$ cat src/rtl/multicycle_control_fsm.sv
// Main control unit for the multi-cycle RISC-V core.
// Steps one state per clock through fetch, decode, execute, memory and
// writeback. It drives the datapath muxes, the write enables and the ALU
// decoder input. Fetch and memory states wait for mem_ready. The block also
// counts retired instructions.
//
// Ports:
//   clk, reset        rising-edge clock; asynchronous active-high reset
//   op                opcode from the IR, stable from DECODE until FETCH
//   zero              ALU zero flag, used for beq
//   mem_ready         unified memory finished the current access this cycle
//   pc_write          PC enable = pc_update | (branch & zero)
//   adr_src           memory address select (0 PC, 1 Result)
//   mem_write         data memory write strobe
//   ir_write          IR/OldPC load
//   result_src        00 ALUOut, 01 Data, 10 ALUResult
//   alu_src_a         00 PC, 01 OldPC, 10 RD1
//   alu_src_b         00 WriteData, 01 ImmExt, 10 const 4
//   alu_op            00 add, 01 sub, 10 funct-decoded
//   reg_write         register file write
//   illegal_op        unsupported opcode seen in DECODE
//   instr_count       retired-instruction count, wraps
//
// state    | meaning
// FETCH    | read instruction at PC, PC+4 -> PC once memory is ready
// DECODE   | read registers, precompute branch target OldPC+imm
// MEMADR   | RD1+imm address for lw/sw
// MEMREAD  | load data from memory, wait for mem_ready
// MEMWB    | write loaded data to the register file
// MEMWRITE | store data, wait for mem_ready
// EXECUTER | R-type ALU operation
// EXECUTEI | I-type ALU operation
// ALUWB    | write the ALU result to the register file
// BEQ      | compare, take the precomputed target when zero
// JAL      | PC <- target, link value OldPC+4, then writeback
module multicycle_control_fsm #(
   parameter int STATE_W     = 4,
   parameter int INSTR_CNT_W = 32
) (
   input  logic                   clk,
   input  logic                   reset,
   input  logic [6:0]             op,
   input  logic                   zero,
   input  logic                   mem_ready,
   output logic                   pc_write,
   output logic                   adr_src,
   output logic                   mem_write,
   output logic                   ir_write,
   output logic [1:0]             result_src,
   output logic [1:0]             alu_src_a,
   output logic [1:0]             alu_src_b,
   output logic [1:0]             alu_op,
   output logic                   reg_write,
   output logic                   illegal_op,
   output logic [INSTR_CNT_W-1:0] instr_count
);

   localparam logic [6:0] OP_LW   = 7'b0000011;
   localparam logic [6:0] OP_SW   = 7'b0100011;
   localparam logic [6:0] OP_R    = 7'b0110011;
   localparam logic [6:0] OP_I    = 7'b0010011;
   localparam logic [6:0] OP_BEQ  = 7'b1100011;
   localparam logic [6:0] OP_JAL  = 7'b1101111;

   typedef enum logic [STATE_W-1:0] {
      FETCH, DECODE, MEMADR, MEMREAD, MEMWB, MEMWRITE,
      EXECUTER, EXECUTEI, ALUWB, BEQ, JAL
   } state_t;

   state_t state, state_next;
   logic   pc_update;
   logic   branch;
   logic   retire;

   always_ff @(posedge clk or posedge reset) begin
      if (reset) begin
         state       <= FETCH;
         instr_count <= '0;
      end else begin
         state <= state_next;
         if (retire)
            instr_count <= instr_count + INSTR_CNT_W'(1);
      end
   end

   always_comb begin
      state_next = FETCH;
      pc_update  = 1'b0;
      branch     = 1'b0;
      retire     = 1'b0;
      adr_src    = 1'b0;
      mem_write  = 1'b0;
      ir_write   = 1'b0;
      result_src = 2'b00;
      alu_src_a  = 2'b00;
      alu_src_b  = 2'b00;
      alu_op     = 2'b00;
      reg_write  = 1'b0;
      illegal_op = 1'b0;
      case (state)
         FETCH: begin
            alu_src_b  = 2'b10;
            result_src = 2'b10;
            // The IR and PC must not load until the instruction word is valid.
            ir_write   = mem_ready;
            pc_update  = mem_ready;
            state_next = mem_ready ? DECODE : FETCH;
         end
         DECODE: begin
            alu_src_a = 2'b01;
            alu_src_b = 2'b01;
            case (op)
               OP_LW, OP_SW: state_next = MEMADR;
               OP_R:         state_next = EXECUTER;
               OP_I:         state_next = EXECUTEI;
               OP_BEQ:       state_next = BEQ;
               OP_JAL:       state_next = JAL;
               default: begin
                  illegal_op = 1'b1;
                  state_next = FETCH;
               end
            endcase
         end
         MEMADR: begin
            alu_src_a  = 2'b10;
            alu_src_b  = 2'b01;
            state_next = (op == OP_LW) ? MEMREAD : MEMWRITE;
         end
         MEMREAD: begin
            adr_src    = 1'b1;
            state_next = mem_ready ? MEMWB : MEMREAD;
         end
         MEMWB: begin
            result_src = 2'b01;
            reg_write  = 1'b1;
            retire     = 1'b1;
         end
         MEMWRITE: begin
            adr_src    = 1'b1;
            mem_write  = 1'b1;
            retire     = mem_ready;
            state_next = mem_ready ? FETCH : MEMWRITE;
         end
         EXECUTER: begin
            alu_src_a  = 2'b10;
            alu_op     = 2'b10;
            state_next = ALUWB;
         end
         EXECUTEI: begin
            alu_src_a  = 2'b10;
            alu_src_b  = 2'b01;
            alu_op     = 2'b10;
            state_next = ALUWB;
         end
         ALUWB: begin
            reg_write = 1'b1;
            retire    = 1'b1;
         end
         BEQ: begin
            alu_src_a = 2'b10;
            alu_op    = 2'b01;
            branch    = 1'b1;
            retire    = 1'b1;
         end
         JAL: begin
            alu_src_a  = 2'b01;
            alu_src_b  = 2'b10;
            pc_update  = 1'b1;
            state_next = ALUWB;
         end
         default: state_next = FETCH;
      endcase
   end

   assign pc_write = pc_update | (branch & zero);

endmodule

$ cat config.mk
export PLATFORM = sky130hd
export DESIGN_NAME = multicycle_control_fsm
export DESIGN_NICKNAME = d
export VERILOG_FILES = /design/src/rtl/multicycle_control_fsm.sv
export SDC_FILE = /design/constraint.sdc
export NUM_CORES = 1
export LEC_CHECK = 0
export ABC_CLOCK_PERIOD_IN_PS = 3200
export CAP_MARGIN = 20
export CORE_ASPECT_RATIO = 1.2
export CORE_MARGIN = 3
export CORE_UTILIZATION = 31
export DETAILED_ROUTE_END_ITERATION = 12
export GPL_TIMING_DRIVEN = 0
export PLACE_DENSITY = 0.62
export SYNTH_ARGS = -nofsm -noshare
export SYNTH_HDL_FRONTEND = slang
export SYNTH_SLANG_ARGS = --single-unit
$ cat constraint.sdc
create_clock -name clk -period 3.2 [get_ports clk]
set_input_delay 0.32 -clock clk [delete_from_list [all_inputs] [get_ports clk]]
set_output_delay 0.32 -clock clk [all_outputs]
set_load 0.005 [all_outputs]
### Word-level counts from Yosys, hierarchy flattened

Index checks and enable logic that the tools add are counted.

* bits in registers: 36
* bits of input ports: 11
* output and inout port bits: 46
* word-level logic and storage cells: 52

* $add $sub $neg: 1
* equality and inequality tests: 16
* muxes and demuxes: 19
* bitwise logic cells: 2
* reduce and logical (&&, ||, !) cells: 12

Operators by type and width (count)
* adder 32 x 1 -> 32 bit (second input constant): 1
* one-hot mux 4 bit (6 select lines): 1
* one-hot mux 4 bit (5 select lines): 1
* equality test 4 x 3 -> 1 bit (second input constant): 4
* one-hot mux 2 bit (2 select lines): 4
* equality test 7 x 6 -> 1 bit (second input constant): 2
* equality test 7 bit (second input constant): 2
* equality test 4 bit (second input constant): 3
* OR reduction 2 bit: 6
* two-way mux 3 bit: 3
* OR reduction 3 bit: 3
* equality test 4 x 2 -> 1 bit (second input constant): 2
* two-way mux 1 bit: 8
* equality test 7 x 2 -> 1 bit (second input constant): 1
* equality test 7 x 5 -> 1 bit (second input constant): 1
* OR reduction 6 bit: 1
* equality test 4 x 1 -> 1 bit (second input constant): 1
* logical NOT 4 bit: 1
* one-hot mux 1 bit (2 select lines): 2
* OR reduction 4 bit: 1
* AND 1 bit: 1
* bitwise OR 1 bit: 1

### Depth between registers and ports, before layout

Gate-level depths: netlist (run 1).

* depth in word-level cells: 4
* mapped depth: 6

### Least setup slack after synthesis (run 1)

Ideal clock, no wire load.

* path type: flip-flop to flip-flop
* start point: register instr_count[3]
* end point: register instr_count[31]
* library setup time: 0.079 ns
* data arrival time: 1.582 ns
* required time: 3.121 ns
* slack: 1.539 ns
* cell stages (with the launch flop): 6
* path buffers: 0
* period minus slack after synthesis: 1.661 ns
* path through: dfrtp_1 nand4_2 nor4_4 nand3_4 nor4_4 xor2_1

* longest elaborated chain between the ends: 1

Ends and longest elaborated chain
* start, declared: RTL line 55 `output logic [INSTR_CNT_W-1:0] instr_count`
* start signal, assigned: RTL line 82 `instr_count <= instr_count + INSTR_CNT_W'(1);`
* adder 32 x 1 -> 32 bit: RTL line 82

Every way passes these cells.
A chain may end at the register's enable or synchronous reset.

### Final worst setup path (run 1)

* start point: register state[0]
* end point: output port illegal_op

* longest elaborated chain between the ends: 2

Ends and longest elaborated chain
* start, declared: RTL line 70 `state_t state, state_next;`
* start signal, assigned: RTL line 80 `state <= state_next;`
* equality test 4 x 1 -> 1 bit: RTL line 100 `case (state)`
* two-way mux 1 bit: RTL line 100
* end, declared: RTL line 54 `output logic illegal_op,`

Every way passes these cells.

==> impl_metrics.ini, run 1 <==
[run_status]
status = finished, final reports clean

[drt]
wl_per_cell_um = 12.3
antenna_left = 0
route.vias.total = 1694
dr.pass1.iters = 4
drt_iter0_drc = 55
finalWirelength_um = 4380
route.detailed.drc = 0
vias_per_cell = 4.75

[yosys]
synth-edff-count = 0
async_flop_share = 1.00
yosysTopAreaCell = dfrtp_1
synth-seq-cells = 36
synthesis.area_um2 = 2010
yosysWarningCount = 0
synth_top_area_frac = 0.447
syn_nets = 222
syn_avg_cell_area_um2 = 9.59
synth_area_leaders = dfrtp_1 (45%), xor2_1 (7.8%), xnor2_1 (7.0%), nor2_1 (5.0%), nand3_1 (3.5%)
ys_seq_area_frac = 0.447
synth_cells = 210
synthDistinctLibCells = 41
synth_ff_type = dfrtp_1

[cells_and_area]
instances_no_fill = 357
multi_input_area_um2 = 1050
nNetsFinal = 286
nFillCells = 602
ff_latch_area_um2 = 901
drive_gt1_frac = 0.0836
final_common_cell = clkdlybuf4s50_1
layout_common_cells = clkdlybuf4s50_1 (56), dfrtp_1 (36), nor2_1 (27)
antenna_cells = 0
syn2layout_area_growth_pct = 39.0

[cts]
clk_latency_ns = 0.28
cts_hold_buf = 0
cts_sinks = 36
tritoncts = yes
clock_path_buffers = 2
cts_buffers = 5
post_cts_buffers = 0
clkTransAtPathRegs_ns = 0.07
cts_resized = 0
cts_max_level = 2
cts-root-buf = clkbuf_8

[placed_design]
gp_congestion = 0.894
numPlacedInstances = 349
dp.final_hpwl_um = 3330
portBuffers = 56

[pwr]
p_sw_mw = 0.271
p_sw_frac = 0.262
power_frac_comb = 0.189
power_leakage_nw = 1.18
vdd_drop_max_mv = 0.171
power_mw = 1.03
power_frac_seq = 0.490
p_int_mw = 0.763
pwr_density_cell_nw_per_um2 = 369
clkPwrFrac = 0.321

[floorplan]
ios = 57
dieArea_um2 = 7500
initial_core_util = 0.326
core-area_um2 = 6170
die_h_um = 94.3
die_width_um = 79.6
rows = 31

[timing]
final-hold-violation-count = 0
rsz0062_at_grt = no
fin_skew_ns = 0.00662
post-route-min-period_ns = 2.50
whs_ns = 0.458
setup_viol = 0
worst_pin_slew_ns = 0.726
drv_slew = 0
period_share = 0.783
slew_headroom = 0.516
setup_tns_ns = 0
fmax_mhz = 399

[global_routing]
grt_max_degree = 21
grt_first_pass_wirelength_um = 7760
grt_antenna_before_repair = 0
grtUsageTotal = 0.129
grt_pass1_vias = 1690
grt_remaining_overflow = 0

[setup_path]
end_kind = output pin
cp_max_fo = 10
critPathArrivalTime_ns = 2.18
cp.required_ns = 2.88
start_kind = flop
crit_type = reg -> out

[hold_path]
hp-class = in -> async

[flow_run]
drv_cap = 0
## per-stage QoR
| stage | utilization | cell area (um2) | setup slack [ns] |
|---|---|---|---|
| after CTS | 0.454 | 2800 | 0.678 |
| after global routing | 0.454 | 2800 | 0.541 |
| final | 0.454 | 2800 | 0.695 |
| after global placement | 0.434 | 2680 | 0.976 |
| after floorplan | - | 2010 | 1.54 |
| after detailed placement | 0.438 | 2700 | 0.960 |
## final timing paths
kind | startpoint | end | slack (ns) | cells after the start
max | state[0] | illegal_op | 0.70 | 5
min reg2reg | instr_count[31] | instr_count[31] | 0.47 | 1
min | reset | instr_count[8] | 0.46 | 2
max in group asynchronous | reset | instr_count[18] | 2.20 | 3
min in group clk | instr_count[31] | instr_count[31] | 0.47 | 1
max reg2reg | instr_count[3] | instr_count[31] | 1.37 | 5
## cells by family (layout without fill, tap and decap cells)
family / count (synthesis) / count (layout) / share of synthesized area
mux: 1 / 1 / 0.00559
xor+xnor: 34 / 34 / 0.148
compound gates: 19 / 19 / 0.0653
fa+ha+maj: 1 / 1 / 0.00621
simple gates: 104 / 104 / 0.299
flops: 36 / 36 / 0.447
buf+inv: 15 / 80 / 0.0286
## layout make-up
class	count	area share
clock buffers	7	0.0309
multi-input cells	159	0.377
clock inverters	1	0.00268
plain buffers	6	0.00850
well taps	82	0.0367
inverters	9	0.0121
flip-flops and latches	36	0.322
repair buffers	57	0.210
## power groups by stage
stage / clock, mW / combinational [mW] / sequential (mW)
floorplan: 0 / 0.0907 / 0.513
detailed placement: 0 / 0.197 / 0.516
global route: 0.366 / 0.215 / 0.512
global placement: 0 / 0.192 / 0.516
finish: 0.332 / 0.195 / 0.507
CTS: 0.349 / 0.199 / 0.508
## cell usage after synthesis (all sizes together), types with 2 or more instances
| cell | count |
|---|---|
| dfrtp | 36 |
| nor2 | 27 |
| xor2 | 18 |
| nand2 | 17 |
| nand3 | 17 |
| xnor2 | 16 |
| nor3 | 13 |
| inv | 9 |
| nand4 | 8 |
| a21oi | 5 |
| clkbuf | 5 |
| nor4 | 5 |
| o21ai | 5 |
| nand2b | 4 |
| nor2b | 4 |
| a211oi | 2 |
| and2 | 2 |
| and3 | 2 |
## registers in the layout, summed over array words and instances, names as in the netlist
signal / cells
state: 4
instr_count: 32
## worst max-delay path: stages, from the launching register on
cell             delay, ns
dfrtp_1               0.33
clkbuf_1              0.30
clkbuf_1              0.38
nand3_1               0.22
nor2_1                0.15
clkdlybuf4s50_1       0.51
## per-layer routing
metal | vias up | global-route usage | wire length [um]
met5 | - | 0 | 0
met4 | 0 | 0.0516 | 59
met3 | 5 | 0.0307 | 284
met2 | 60 | 0.212 | 2040
met1 | 786 | 0.161 | 1990
li1 | 843 | - | -
(Power assumes the default switching activity.)
==> run 2, diff against run 1 <==
--- a/config.mk
+++ b/config.mk
@@ -5,14 +5,14 @@
 export SDC_FILE = /design/constraint.sdc
 export NUM_CORES = 1
 export LEC_CHECK = 0
-export ABC_CLOCK_PERIOD_IN_PS = 3200
+export ABC_CLOCK_PERIOD_IN_PS = 2000
 export CAP_MARGIN = 20
 export CORE_ASPECT_RATIO = 1.2
 export CORE_MARGIN = 3
 export CORE_UTILIZATION = 31
 export DETAILED_ROUTE_END_ITERATION = 12
 export GPL_TIMING_DRIVEN = 0
-export PLACE_DENSITY = 0.62
+export PLACE_DENSITY = 0.64
 export SYNTH_ARGS = -nofsm -noshare
 export SYNTH_HDL_FRONTEND = slang
 export SYNTH_SLANG_ARGS = --single-unit
==> constraint.sdc (replaced) <==
create_clock -name clk -period 2 [get_ports clk]
set_input_delay 0.2 -clock clk [delete_from_list [all_inputs] [get_ports clk]]
set_output_delay 0.2 -clock clk [all_outputs]
set_load 0.005 [all_outputs]
==> run 2 against run 1 <==
Design area up 4.1%. Setup slack worse by 0.63 ns. Via count up 2.0%. Clock skew down 0.0041 ns. Non-clock buffer count up 5. Critical path depth unchanged. Critical path type unchanged. Largest power group unchanged.
==> impl_metrics.ini, run 2 (synthesis results as in run 1) <==
[setup_path]
crit_cells = 5
r2r_start = instr_count[12]
cp-endpoint = alu_src_a[1]
crit_chain = buf_4, nor2b_2, nor2_1, a21o_1, clkdlybuf4s50_1
critPathMaxStageDelay_ns = 0.49
cp.required_ns = 1.80
regToRegEndpoint = instr_count[31]
cp_slowest_cell = clkdlybuf4s50_1
critPathArrivalTime_ns = 1.73
cpLargestDelayFamily = buffers and inverters
start_kind = flop
end_kind = output pin
crit_type = reg -> out
cp_max_fo = 5
rrSetupSlack_ns = 0.18
crit_path_start = state[0]
rr_worst_depth = 5
worst-path-buf-inv = 2

[cells_and_area]
drive_gt1_frac = 0.161
top_register = instr_count
nNetsFinal = 291
utilization = 0.472
final_common_cell = clkdlybuf4s50_1
layout_common_cells = clkdlybuf4s50_1 (50), dfrtp_1 (34), nor2_1 (24)
instances_no_fill = 362
syn2layout_area_growth_pct = 44.7
reg.largest.list = instr_count: 32 flops, state: 4 flops
antenna_cells = 0
largest_reg_flops = 32

[floorplan]
initial_core_util = 0.326
ios = 57
dieArea_um2 = 7500
core-area_um2 = 6170
rows = 31
die_h_um = 94.3
die_width_um = 79.6

[placed_design]
place_ws_ns = -0.0285
numPlacedInstances = 349
portBuffers = 56
dp.final_hpwl_um = 3320
gp_congestion = 0.864

[run_status]
status = finished, final reports clean

[pwr]
power_leakage_nw = 1.26
vdd_drop_max_mv = 0.182
p_sw_frac = 0.261
power_frac_comb = 0.197
pwr_density_cell_nw_per_um2 = 571
clkPwrFrac = 0.314
power_frac_seq = 0.489
power_mw = 1.66
p_sw_mw = 0.434
p_int_mw = 1.23

[cts]
clkTransAtPathRegs_ns = 0.07
clk_latency_ns = 0.28
clock_path_buffers = 2
cts-root-buf = clkbuf_8
cts_buffers = 5
cts_max_level = 2
cts_sinks = 36
tritoncts = yes
cts_hold_buf = 0

[timing]
post-route-min-period_ns = 1.93
layout_setup_ws_ns = 0.0698
setup_tns_ns = 0
worst_pin_slew_ns = 0.761
setup_viol = 0
final-hold-violation-count = 0
fmax_mhz = 518
period_share = 0.965
fin_skew_ns = 0.00255
slew_headroom = 0.492
rsz0062_at_grt = no
drv_slew = 0

[flow_run]
drv_cap = 0

[drt]
route.vias.total = 1728
route.detailed.drc = 0
wl_per_cell_um = 12.7
antenna_left = 0
vias_per_cell = 4.77
dr.pass1.iters = 4
finalWirelength_um = 4610
drt_iter0_drc = 48

[hold_path]
hp-class = in -> async

[global_routing]
grtUsageTotal = 0.128
grt_pass1_vias = 1676
grt_first_pass_wirelength_um = 7650
grt_antenna_before_repair = 0
grt_remaining_overflow = 0
grt_max_degree = 20
==> run 2: changes by cell type in the layout (fill, tap and decap cells not counted), sizes merged <==
cell           before  now
clkdlybuf4s50      56   50
clkbuf             12   10
buf                 2   10
dlymetal6s2s        0    1
dlygate4sd2         0    5
inv                 9    8
==> run 2: metrics by stage <==
stage | hold WS, ns | instance area, um2
after floorplan | 0.366 | 2010
after global placement | 0.456 | 2680
after detailed placement | 0.463 | 2700
after CTS | 0.386 | 2870
after global routing | 0.427 | 2910
final | 0.360 | 2910
==> run 2: cell type report <==
cell class                 count  area, um2
tap                           82        103
inverter                       9       37.5
clock buffer                   8       90.1
timing repair buffer          64        637
fill                         592       3250
multi-input combinational    159       1100
sequential                    36        903
buffer                         4       40.0
==> run 2: power groups by stage <==
stage | logic, mW | registers [mW] | clock network [mW]
after floorplan | 0.145 | 0.821 | 0
after global placement | 0.306 | 0.827 | 0
after detailed placement | 0.318 | 0.827 | 0
after CTS | 0.327 | 0.816 | 0.542
after global routing | 0.363 | 0.823 | 0.575
final | 0.328 | 0.814 | 0.522
==> run 2: worst register-to-register path: stages (launching register included) <==
cell,delay [ns]
dfrtp_1,0.42
nand4_1,0.17
nor4_4,0.50
nand3_4,0.21
nor4_4,0.29
xor2_1,0.16
==> run 2: layer usage <==
metal | routed length, um | GRT usage | up-vias
met5 | 0 | 0 | -
met4 | 57 | 0.0387 | 0
met3 | 255 | 0.0365 | 6
met2 | 2310 | 0.214 | 51
met1 | 1990 | 0.158 | 807
li1 | - | - | 864
==> run 2: worst min path at each step <==
stage | from | endpoint | depth (start not counted)
after floorplan | reset | instr_count[0] | 1
after global placement | instr_count[31] | instr_count[31] | 1
after detailed placement | instr_count[31] | instr_count[31] | 1
after CTS | reset | instr_count[30] | 2
after global routing | reset | instr_count[31] | 2
final | reset | instr_count[30] | 2
==> run 2: what timing repair did <==
item / CTS / global route
setup buffers: 5 / 2
gates resized for setup: 22 / 9
endpoints found under the setup margin: 11 / 10
pin swaps: 1 / 2
